===== src/rtl/tribuf_frame_reader.sv =====
// Read-side client of the triple-buffer controller: fetches one granted frame as
// bursts and streams it out. Define FRAME_RD_STATS_EN to add frame/stall counters.
module tribuf_frame_reader #(
  parameter int unsigned BEAT_BYTES      = 8,
  parameter int unsigned BURST_BEATS     = 16,
  parameter int unsigned MAX_OUTSTANDING = 4
) (
  input  logic                    fclk,
  input  logic                    rst_n,
  input  logic                    vsync_req,
  output logic                    frame_sync,
  output logic                    frame_ready,
  input  logic                    frame_valid,
  input  logic                    frame_done,
  input  logic [31:0]             FRAME_BYTES,
  input  logic [31:0]             BUF_ADDR,
  output logic                    mem_req_valid,
  input  logic                    mem_req_ready,
  output logic [31:0]             mem_req_addr,
  output logic [7:0]              mem_req_len,
  input  logic                    mem_rd_valid,
  output logic                    mem_rd_ready,
  input  logic [8*BEAT_BYTES-1:0] mem_rd_data,
  input  logic                    mem_rd_last,
  output logic                    out_valid,
  input  logic                    out_ready,
  output logic [8*BEAT_BYTES-1:0] out_data,
  output logic                    out_sof,
`ifdef FRAME_RD_STATS_EN
  output logic [31:0]             stat_frames,
  output logic [31:0]             stat_stall,
`endif
  output logic                    busy
);

  localparam int unsigned BEAT_SHIFT = $clog2(BEAT_BYTES);

  typedef enum logic [2:0] {IDLE, GRANT, ISSUE, DRAIN, COMPLETE} state_t;

  state_t      state_q, state_d;
  logic [31:0] base_q, base_d;
  logic [31:0] total_q, total_d;
  logic [31:0] issued_q, issued_d;
  logic [31:0] left_q, left_d;
  logic [31:0] rcv_q, rcv_d;
  logic [3:0]  outst_q, outst_d;

  logic        active;
  logic        req_fire;
  logic        beat_acc;
  logic        last_acc;
  logic [31:0] chunk;
  logic [31:0] grant_beats;

  always_comb begin
    state_d     = state_q;
    base_d      = base_q;
    total_d     = total_q;
    issued_d    = issued_q;
    left_d      = left_q;
    rcv_d       = rcv_q;
    outst_d     = outst_q;
    grant_beats = FRAME_BYTES >> BEAT_SHIFT;

    active        = (state_q == ISSUE) || (state_q == DRAIN);
    busy          = (state_q != IDLE);
    frame_sync    = (state_q == IDLE) && vsync_req;
    frame_ready   = (state_q == IDLE) || (state_q == COMPLETE);

    // Request fields derive only from registers, so they hold while stalled.
    chunk         = (left_q < BURST_BEATS) ? left_q : BURST_BEATS;
    mem_req_addr  = base_q + (issued_q << BEAT_SHIFT);
    mem_req_len   = (left_q == '0) ? '0 : 8'(chunk - 32'd1);
    mem_req_valid = (state_q == ISSUE) && (outst_q < 4'(MAX_OUTSTANDING)) && (left_q != '0);
    req_fire      = mem_req_valid && mem_req_ready;

    out_valid     = active && mem_rd_valid;
    mem_rd_ready  = active ? out_ready : 1'b1;
    out_data      = mem_rd_data;
    out_sof       = out_valid && (rcv_q == '0);
    beat_acc      = out_valid && out_ready;
    last_acc      = beat_acc && mem_rd_last;

    if (req_fire) begin
      left_d   = left_q - chunk;
      issued_d = issued_q + chunk;
    end
    if (beat_acc) begin
      rcv_d = rcv_q + 32'd1;
    end
    if (req_fire && !last_acc) begin
      outst_d = outst_q + 4'd1;
    end else if (!req_fire && last_acc) begin
      outst_d = outst_q - 4'd1;
    end

    unique case (state_q)
      IDLE: begin
        if (frame_valid) state_d = GRANT;
      end
      GRANT: begin
        base_d   = BUF_ADDR;
        total_d  = grant_beats;
        left_d   = grant_beats;
        issued_d = '0;
        rcv_d    = '0;
        outst_d  = '0;
        state_d  = (grant_beats == '0) ? COMPLETE : ISSUE;
      end
      ISSUE: begin
        if (left_q == '0) state_d = DRAIN;
      end
      DRAIN: begin
        if ((rcv_q == total_q) && (outst_q == '0)) state_d = COMPLETE;
      end
      COMPLETE: begin
        if (frame_done) state_d = IDLE;
      end
      default: state_d = IDLE;
    endcase
  end

  always_ff @(posedge fclk or negedge rst_n) begin
    if (!rst_n) begin
      state_q  <= IDLE;
      base_q   <= '0;
      total_q  <= '0;
      issued_q <= '0;
      left_q   <= '0;
      rcv_q    <= '0;
      outst_q  <= '0;
    end else begin
      state_q  <= state_d;
      base_q   <= base_d;
      total_q  <= total_d;
      issued_q <= issued_d;
      left_q   <= left_d;
      rcv_q    <= rcv_d;
      outst_q  <= outst_d;
    end
  end

`ifdef FRAME_RD_STATS_EN
  logic [31:0] stat_frames_q, stat_frames_d;
  logic [31:0] stat_stall_q, stat_stall_d;

  always_comb begin
    stat_frames_d = stat_frames_q;
    stat_stall_d  = stat_stall_q;
    if ((state_q == COMPLETE) && frame_done) stat_frames_d = stat_frames_q + 32'd1;
    if (out_valid && !out_ready)             stat_stall_d  = stat_stall_q + 32'd1;
    stat_frames = stat_frames_q;
    stat_stall  = stat_stall_q;
  end

  always_ff @(posedge fclk or negedge rst_n) begin
    if (!rst_n) begin
      stat_frames_q <= '0;
      stat_stall_q  <= '0;
    end else begin
      stat_frames_q <= stat_frames_d;
      stat_stall_q  <= stat_stall_d;
    end
  end
`endif

endmodule


===== config.mk =====
export PLATFORM = sky130hd
export DESIGN_NAME = tribuf_frame_reader
export DESIGN_NICKNAME = d
export VERILOG_FILES = /design/src/rtl/tribuf_frame_reader.sv
export SDC_FILE = /design/constraint.sdc
export NUM_CORES = 1
export LEC_CHECK = 0
export ABC_CLOCK_PERIOD_IN_PS = 4200
export BUFFER_PORTS_ARGS = -buffer_cell sky130_fd_sc_hd__buf_2
export CORE_MARGIN = 4
export CORE_UTILIZATION = 32
export CTS_CLUSTER_SIZE = 20
export DETAILED_ROUTE_END_ITERATION = 6
export PLACE_DENSITY_LB_ADDON = 0.05
export RECOVER_POWER = 25
export SLEW_MARGIN = 20
export SYNTH_ARGS = -nofsm -noshare
export SYNTH_HDL_FRONTEND = slang
export SYNTH_SLANG_ARGS = --single-unit

===== constraint.sdc =====
create_clock -name fclk -period 4.2 [get_ports fclk]
set_input_delay 0 -clock fclk [delete_from_list [all_inputs] [get_ports fclk]]
set_output_delay 0 -clock fclk [all_outputs]
set_load 0.05 [all_outputs]

After elaboration in Yosys (flattened, before gate mapping)
Index checks and enable logic that the tools add are counted.
{"block": "classes", "mux": 18, "eq_ne": 9, "add_sub_neg": 7, "reduce_logical": 26, "n_lt_le_gt_ge": 2}
{"op": "$mux W32", "count": 7}
{"op": "$logic_not A32 Y1", "count": 3}
{"op": "$add A32 B32 Y32", "count": 2}
{"op": "$add A32 B1 Y32 const B", "count": 1}
{"op": "$eq A32 B29 Y1", "count": 1}
{"op": "$lt A32 B5 Y1 const B", "count": 1}
{"op": "$reduce_bool A32 Y1", "count": 1}
{"op": "$sub A32 B32 Y32", "count": 1}
{"op": "$mux W3", "count": 5}
{"op": "$pmux W3 S5", "count": 1}
{"op": "$mux W4", "count": 3}
{"op": "$logic_and A1 B1 Y1", "count": 11}
{"op": "$mux W8", "count": 1}
{"op": "$sub A8 B1 Y8 const B", "count": 1}
{"op": "$eq A3 B2 Y1 const B", "count": 2}
{"op": "$ne A2 B2 Y1 const B", "count": 3}
{"op": "$reduce_bool A3 Y1", "count": 2}
{"op": "$add A4 B1 Y4 const B", "count": 1}
{"op": "$logic_not A4 Y1", "count": 1}
{"op": "$lt A4 B3 Y1 const B", "count": 1}
{"op": "$reduce_and A4 Y1", "count": 1}
{"op": "$reduce_bool A2 Y1", "count": 2}
{"op": "$sub A4 B1 Y4 const B", "count": 1}
{"op": "$eq A3 B1 Y1 const B", "count": 1}
{"op": "6 further kinds", "count": 8}
{"block": "totals", "output_inout_bits": 111, "ff_bits": 164, "input_bits": 137, "wordCells": 69}

Logic depth before layout (Yosys ltp)
Gate-level depths: netlist of the first run.
{"block": "depth", "depth_word": 9, "depth_mapped": 18, "ltp_nobuf": 16}

Worst setup path before layout of the first run
Ideal clock, no wire load.
{"block": "synth_timing", "kind": "register -> register", "start": "register left_q[14]", "end": "register issued_q[28]", "slack_ns": 0.262, "path_buffers": 1, "arrival_time_ns": 3.861, "stages_incl_launch_ff": 18, "setup_time_ns": 0.077, "period_less_slack_ns": 3.938, "required_time_ns": 4.123, "cell_sequence": "dfrtp_1 or4_1 nor4_4 nand4_2 nor2_1 clkbuf_1 and2_1 ha_1 inv_1 fa_1 nor2b_1 o31a_1 a21o_1 o41ai_1 a21oi_1 o221ai_1 a311o_1 o21ai_1"}
{"block": "synth_via", "elab_chain_cells": 5, "word_cells_on_any_way": 9, "classes_between": "1 x add/sub; 1 x order compare; 3 x mux; 4 x reduce/logical"}
{"element": "start: declaration", "line_no": "44", "rtl": "logic [31:0] left_q, left_d;"}
{"element": "start signal: assignment", "line_no": "137", "rtl": "left_q <= left_d;"}
{"element": "$lt A32 B5 Y1", "line_no": "71", "rtl": "chunk = (left_q < BURST_BEATS) ? left_q : BURST_BEATS;"}
{"element": "$mux W32", "line_no": "71"}
{"element": "$add A32 B32 Y32", "line_no": "86", "rtl": "issued_d = issued_q + chunk;"}
{"element": "$mux W32", "line_no": "84", "rtl": "if (req_fire) begin"}
{"element": "$mux W32", "line_no": "97", "rtl": "unique case (state_q)"}
{"element": "end signal: assignment", "line_no": "136", "rtl": "issued_q <= issued_d;"}
{"element": "end: declaration", "line_no": "43", "rtl": "logic [31:0] issued_q, issued_d;"}
Several ways; a longest one is shown, not always the timed one. The select of a mux whose other input is x is not followed.
A chain may end at the register's enable or synchronous reset.

Final worst setup path of the first run
{"block": "layout_timing", "start": "register left_q[8]", "end": "register issued_q[22]"}
Same word-level chain as after synthesis.

==> results of run 1 <==
flip-flops by register name, summed over array words and instances, names as in the netlist:
name and flops:
base_q 32, issued_q 29, left_q 32, outst_q 4
rcv_q 32, state_q 3, total_q 29
through the flow:
| step | setup slack (ps) | setup TNS (ps) | instance area, um^2 | utilization |
|---|---|---|---|---|
| 5_1_grt | -26.6 | -26.6 | 12900 | 0.384 |
| 4_1_cts | 128 | 0 | 12800 | 0.381 |
| 2_1_floorplan | 262 | 0 | 11000 | - |
| 6_report | 241 | 0 | 12900 | 0.384 |
| 3_5_place_dp | 149 | 0 | 11600 | 0.345 |
| 3_3_place_gp | 211 | 0 | 11600 | 0.345 |
repair_timing:
item,CTS,global route
gates resized for setup,0,10
setup endpoints to repair,0,9
hold endpoints to repair,174,0
setup buffers,0,6
hold buffers,65,0
synth_stat cells, types with 5 or more instances:
cell        n  area (um^2)
xnor2_1    54          473
a31oi_1     9         56.3
and2_1      7         43.8
nor2b_1    11         68.8
clkbuf_1   30          113
nor2_1     94          353
nor4_1     25          156
and3_1     14         87.6
o21ai_0    80          400
o21a_1      9         67.6
nand4_1    17          106
o21bai_1    5         37.5
nand2b_1   10         62.6
a211oi_1   10         75.1
xor2_1     42          368
nand2_1   265          995
buf_4      73          548
o31a_1      5         43.8
a21o_1     19          143
nand3_1    58          290
or3_1      14         87.6
inv_1      32          120
ha_1       59          738
dfrtp_1   161         4030
o211ai_1   12         90.1
nor3_1     27          135
a21oi_1    57          285
a221o_1     6         60.1
o31ai_1     9         67.6
per-layer routing:
layer,wire length (um),part of all wire,global-route usage,up-vias
met5,0,0,0,-
met4,599,0.019,0.0472,0
met3,1300,0.040,0.0367,35
met2,15700,0.49,0.299,155
met1,14700,0.45,0.232,4521
li1,-,-,-,4749
logic make-up after synthesis:
family	count (synthesis)	share of synthesized area
and+or+nand+nor	573	0.246
AOI/OAI and AO/OA	260	0.154
DFF	161	0.369
buffers and inverters	145	0.0767
xor gates and xnor gates	96	0.0770
adders and majority gates	62	0.0731
muxes	4	0.00378
other	2	0.000687
final cells by class:
| class | count | share of cell area |
|---|---|---|
| multi-input combinational | 1018 | 0.480 |
| sequential | 161 | 0.312 |
| timing repair buffer | 206 | 0.112 |
| tap | 448 | 0.0434 |
| clock buffer | 19 | 0.0335 |
| clock inverter | 13 | 0.0102 |
| inverter | 32 | 0.00931 |
worst min-delay path by stage:
stage	from	to	depth (start not counted)
CTS	mem_rd_data[17]	out_data[17]	0
global placement	mem_rd_data[17]	out_data[17]	0
global route	mem_rd_data[9]	out_data[9]	0
detailed placement	mem_rd_data[17]	out_data[17]	0
floorplan	rst_n	base_q[0]	0
finish	mem_rd_data[24]	out_data[24]	0
where the power goes:
| part | leakage [nW] | switching, mW | internal [mW] |
|---|---|---|---|
| Combinational | 3.85 | 0.199 | 0.178 |
| Sequential | 1.87 | 0.0781 | 1.60 |
| Clock | 0.264 | 0.714 | 0.829 |
| Total | 5.98 | 0.991 | 2.61 |
==> flow_metrics.tcl, run 1 <==
set metrics [dict create \
    cpPeakStageDelay_ps 570 \
    fin_crit_ps 3960 \
    reg2regPathDepth 16 \
    dpl.cell_count 1794 \
    synth_edf_count 0 \
    synth_area_mm2 0.0109 \
    critical_path_class "flop to flop" \
    cp-end-kind "flop" \
    syn_avg_cell_area_um2 8.38 \
    cts_buffers 17 \
    avgViaCountPerCell 4.99 \
    die_area_mm2 0.0372 \
    final_cells 1897 \
    grt_pass1_vias 9445 \
    clockRootBuffer "clkbuf_16" \
    routed_wl_mm 32.3 \
    clock_sinks 161 \
    timing.hold.ws_ps 0.0176 \
    grt_pass1_wl_mm 51.8 \
    dpl.hpwl_mm 24.0 \
    multi_input_area_mm2 0.00619 \
    antenna_found_initial 0 \
    grt_max_degree 83 \
    clock_latency_ps 440 \
    diodes 0 \
    portBuffers 114 \
    min_path_type "input pin to output port" \
    layout.cells.most_common "nand2_1" \
    fillCellCount 3499 \
    seqCellArea_mm2 0.00403 \
    path_cells "or4_4 > nor4_4 > nand4_2 > nor2_2 > buf_6 > and2_1 > ha_4 > nor2b_2 > o31a_1 > a21o_1 > o41ai_2 > buf_4 > a21oi_1 > o21a_1 > o21a_1 > o31ai_2" \
    worstPathArrival_ps 4310 \
    synth_ff_type "dfrtp_1" \
    cp_top_family "simple AND/OR/NAND/NOR gates" \
    start_util 0.325 \
    p_total_mw 3.60 \
    gp_congestion 0.815 \
    critPathLaunch "left_q[8]" \
    layout-drive-gt1-share 0.140 \
    finalHoldViolCount 0 \
    max_freq_ghz 0.253 \
    p_leak_nw 5.98 \
    die_x_um 193 \
    worst_r2r_endpoint "issued_q[22]" \
    crit_path_frequent_cell "o21a_1" \
    max_slew.worst_pin.slew_ps 2230 \
    detail-route-antenna-nets 0 \
    io_pins 248 \
    drv_slew 80 \
    synth_async_sr_flop_share 1.00 \
    chipHeight_um 193 \
    rows 67 \
    synth_cells 1303 \
    slew_headroom -0.489 \
    cts.clk_slew.worst_paths_ps 70 \
    final_nets 1635 \
    drt_iter0_drc 404 \
    powerDensity_mw_per_mm2 279 \
    ff2ff_setup_slack_ps 240 \
    drc 0 \
    start_kind "flop" \
    fin_crit_sh 0.943 \
    dr.pass1.iters 5 \
    cap_viol_max_count 1 \
    violations "capacitance limit, slew limit" \
    gr-total-overflow 0 \
    design.core.area_mm2 0.0336 \
    outcome "finished, violations left" \
    timing.rr.start "left_q[8]" \
    crit_buf_inv 2 \
    fin_skew_ps 10.9 \
    synth.distinct_cells 78 \
    cts_buffer_depth 2 \
    setup_violations 0 \
    grt_usage 0.177 \
    worstPathRequired_ps 4550 \
    synth_seq_area_share 0.369 \
    cp_max_fo 6 \
    synth-seq-cells 161 \
    cts_tree "yes" \
    endpoint "issued_q[22]" \
    h-tree-depth 4 \
    dr_total_vias 9460 \
    avgRoutedWirePerCell_um 17.0 \
    syn2layout_area_growth_pct 18.1 \
    crit_path_top_delay_cell "or4_4" \
    path_depth 16 \
    layout_common_cells "nand2_1 (265), dfrtp_1 (161), buf_2 (113)" \
    ys_warn_count 0 \
    ir_drop_uv 268 \
]
(Power assumes the default switching activity.)
==> run 2, diff against run 1 <==
Settings changed: CELL_PAD_IN_SITES_DETAIL_PLACEMENT from default to 0, CELL_PAD_IN_SITES_GLOBAL_PLACEMENT from default to 1.
==> flow_metrics.tcl, run 2 (same netlist as run 1, synthesis figures left out) <==
set metrics [dict create \
    start_kind "flop" \
    avgViaCountPerCell 4.99 \
    powerDensity_mw_per_mm2 287 \
    drc 0 \
    design.core.area_mm2 0.0336 \
    routed_wl_mm 33.0 \
    path_cells "or4_4 > nor4_4 > nand4_2 > nor2_4 > and2_1 > ha_1 > inv_1 > fa_1 > nor2b_1 > o31a_1 > a21o_1 > o41ai_2 > buf_4 > a21oi_2 > o221ai_1 > a311o_1 > o21ai_1" \
    grt_usage 0.181 \
    start_util 0.325 \
    h-tree-depth 4 \
    worstHoldStart "mem_rd_data[6]" \
    grt_pass1_vias 9475 \
    clkPwrFrac 0.444 \
    grt_pass1_wl_mm 52.6 \
    rows 67 \
    worstPathRequired_ps 4580 \
    p_int_mw 2.69 \
    portBuffers 114 \
    min_path_type "input pin to output port" \
    cts_buffers 17 \
    grt_max_degree 90 \
    clockRootBuffer "clkbuf_16" \
    layout.cells.most_common "nand2_1" \
    top_regs "base_q: 32 flops, left_q: 32 flops, rcv_q: 32 flops" \
    cp-end-kind "flop" \
    reg2regPathDepth 17 \
    chipHeight_um 193 \
    io_pins 248 \
    clock_sinks 161 \
    timing.hold.ws_ps 0.0176 \
    finalHoldViolCount 0 \
    detail-route-antenna-nets 0 \
    multi_input_area_mm2 0.00617 \
    cts_buffer_depth 2 \
    die_area_mm2 0.0372 \
    drt_iter0_drc 448 \
    setup_tns_ps 0 \
    routed-wl-met3_mm 1.22 \
    wl_met2_mm 16.2 \
    ff2ff_setup_slack_ps 290 \
    max_slew.worst_pin.slew_ps 2320 \
    violations "capacitance limit, slew limit" \
    syn2layout_area_growth_pct 18.0 \
    cp_max_fo 5 \
    switching_share 0.274 \
    fillCellCount 3538 \
    wl_met1_mm 15.0 \
    max_freq_ghz 0.256 \
    drv_slew 86 \
    layout-drive-gt1-share 0.135 \
    seqCellArea_mm2 0.00403 \
    critical_path_class "flop to flop" \
    antenna_found_initial 0 \
    rsz0062_at_grt "yes" \
    fin_crit_sh 0.931 \
    cts_tree "yes" \
    outcome "finished, violations left" \
    ir_drop_uv 288 \
    route.top_layer_used "met4" \
    worst_r2r_endpoint "issued_q[28]" \
    fin_skew_ps 12.2 \
    critPathLaunch "left_q[6]" \
    p_comb_frac 0.103 \
    crit_path_top_delay_cell "or4_4" \
    gp_congestion 0.792 \
    layout_common_cells "nand2_1 (265), dfrtp_1 (161), buf_2 (113)" \
    cts.clk_slew.worst_paths_ps 70 \
    endpoint "issued_q[28]" \
    p_leak_nw 5.99 \
    gr-total-overflow 0 \
    avgRoutedWirePerCell_um 17.4 \
    dpl.hpwl_mm 24.3 \
    p_switching_mw 1.01 \
    dr.pass1.iters 5 \
    p_seq_frac 0.454 \
    slew_headroom -0.550 \
    cap_viol_max_count 1 \
    die_x_um 193 \
    final_nets 1631 \
    clock_latency_ps 450 \
    worstPathArrival_ps 4290 \
    timing.rr.start "left_q[6]" \
    diodes 0 \
    fin_crit_ps 3910 \
    setup_violations 0 \
    dr_total_vias 9450 \
    cpPeakStageDelay_ps 560 \
]
## run 2: changes by cell type in the layout (fill, tap and decap cells not counted), moves of 2 or more
cell        delta
inv_8          -2
inv_6          +5
clkinvlp_4     -3
buf_4          -4
## run 2: per-stage QoR
| stage | worst slack [ps] | std cells | area, um^2 | util | power [mW] |
|---|---|---|---|---|---|
| finish | 290 | 1893 | 12900 | 0.383 | 3.70 |
| global route | -9.30 | 1893 | 12900 | 0.383 | 3.89 |
| CTS | 137 | 1893 | 12900 | 0.383 | 3.77 |
| detailed placement | 173 | 1796 | 11600 | 0.346 | 2.05 |
| global placement | 244 | 1796 | 11600 | 0.346 | 2.05 |
| floorplan | 262 | 1324 | 11000 | - | 2.05 |
## run 2: final cells by class
class | instances | area share
timing repair buffer | 202 | 0.110
clock inverter | 12 | 0.0114
clock buffer | 20 | 0.0347
multi-input combinational | 1018 | 0.478
inverter | 32 | 0.00932
tap | 448 | 0.0435
sequential | 161 | 0.313
## run 2: worst min path at each step
stage | to | slack [ps] | cells past startpoint
after global placement | out_data[16] | 0.3 | 0
after floorplan | base_q[0] | -300 | 0
after global routing | out_data[47] | 0.07 | 0
after detailed placement | out_data[16] | 0.3 | 0
after CTS | out_data[16] | 0.3 | 0
final | out_data[6] | 0.02 | 0
## run 2: critical path: cells and delay by family (launching register included)
kind / cells / cell delay, ps
buffers and inverters: 2 / 230
flip-flops: 1 / 420
adder cells (fa/ha/maj): 2 / 570
AO/OA/AOI/OAI: 7 / 1210
AND/OR/NAND/NOR: 6 / 1410
## run 2: power groups by stage
stage                     Combinational (mW)  Sequential, mW  Clock (mW)
after floorplan                        0.368            1.69           0
after global placement                 0.338            1.71           0
after detailed placement               0.342            1.71           0
after CTS                              0.391            1.68        1.70
after global routing                   0.439            1.69        1.76
final                                  0.380            1.68        1.64
## run 2: routing by layer
metal,vias to the layer above,GRT usage
met5,-,0
met1,4518,0.233
met2,159,0.311
met4,0,0.0466
met3,29,0.0367
li1,4744,-
## run 2: repair_timing
action	CTS	global route
endpoints found under the setup margin	0	5
buffers inserted	0	0
hold endpoints to repair	178	0
hold buffers	65	0
gates resized for setup	0	5
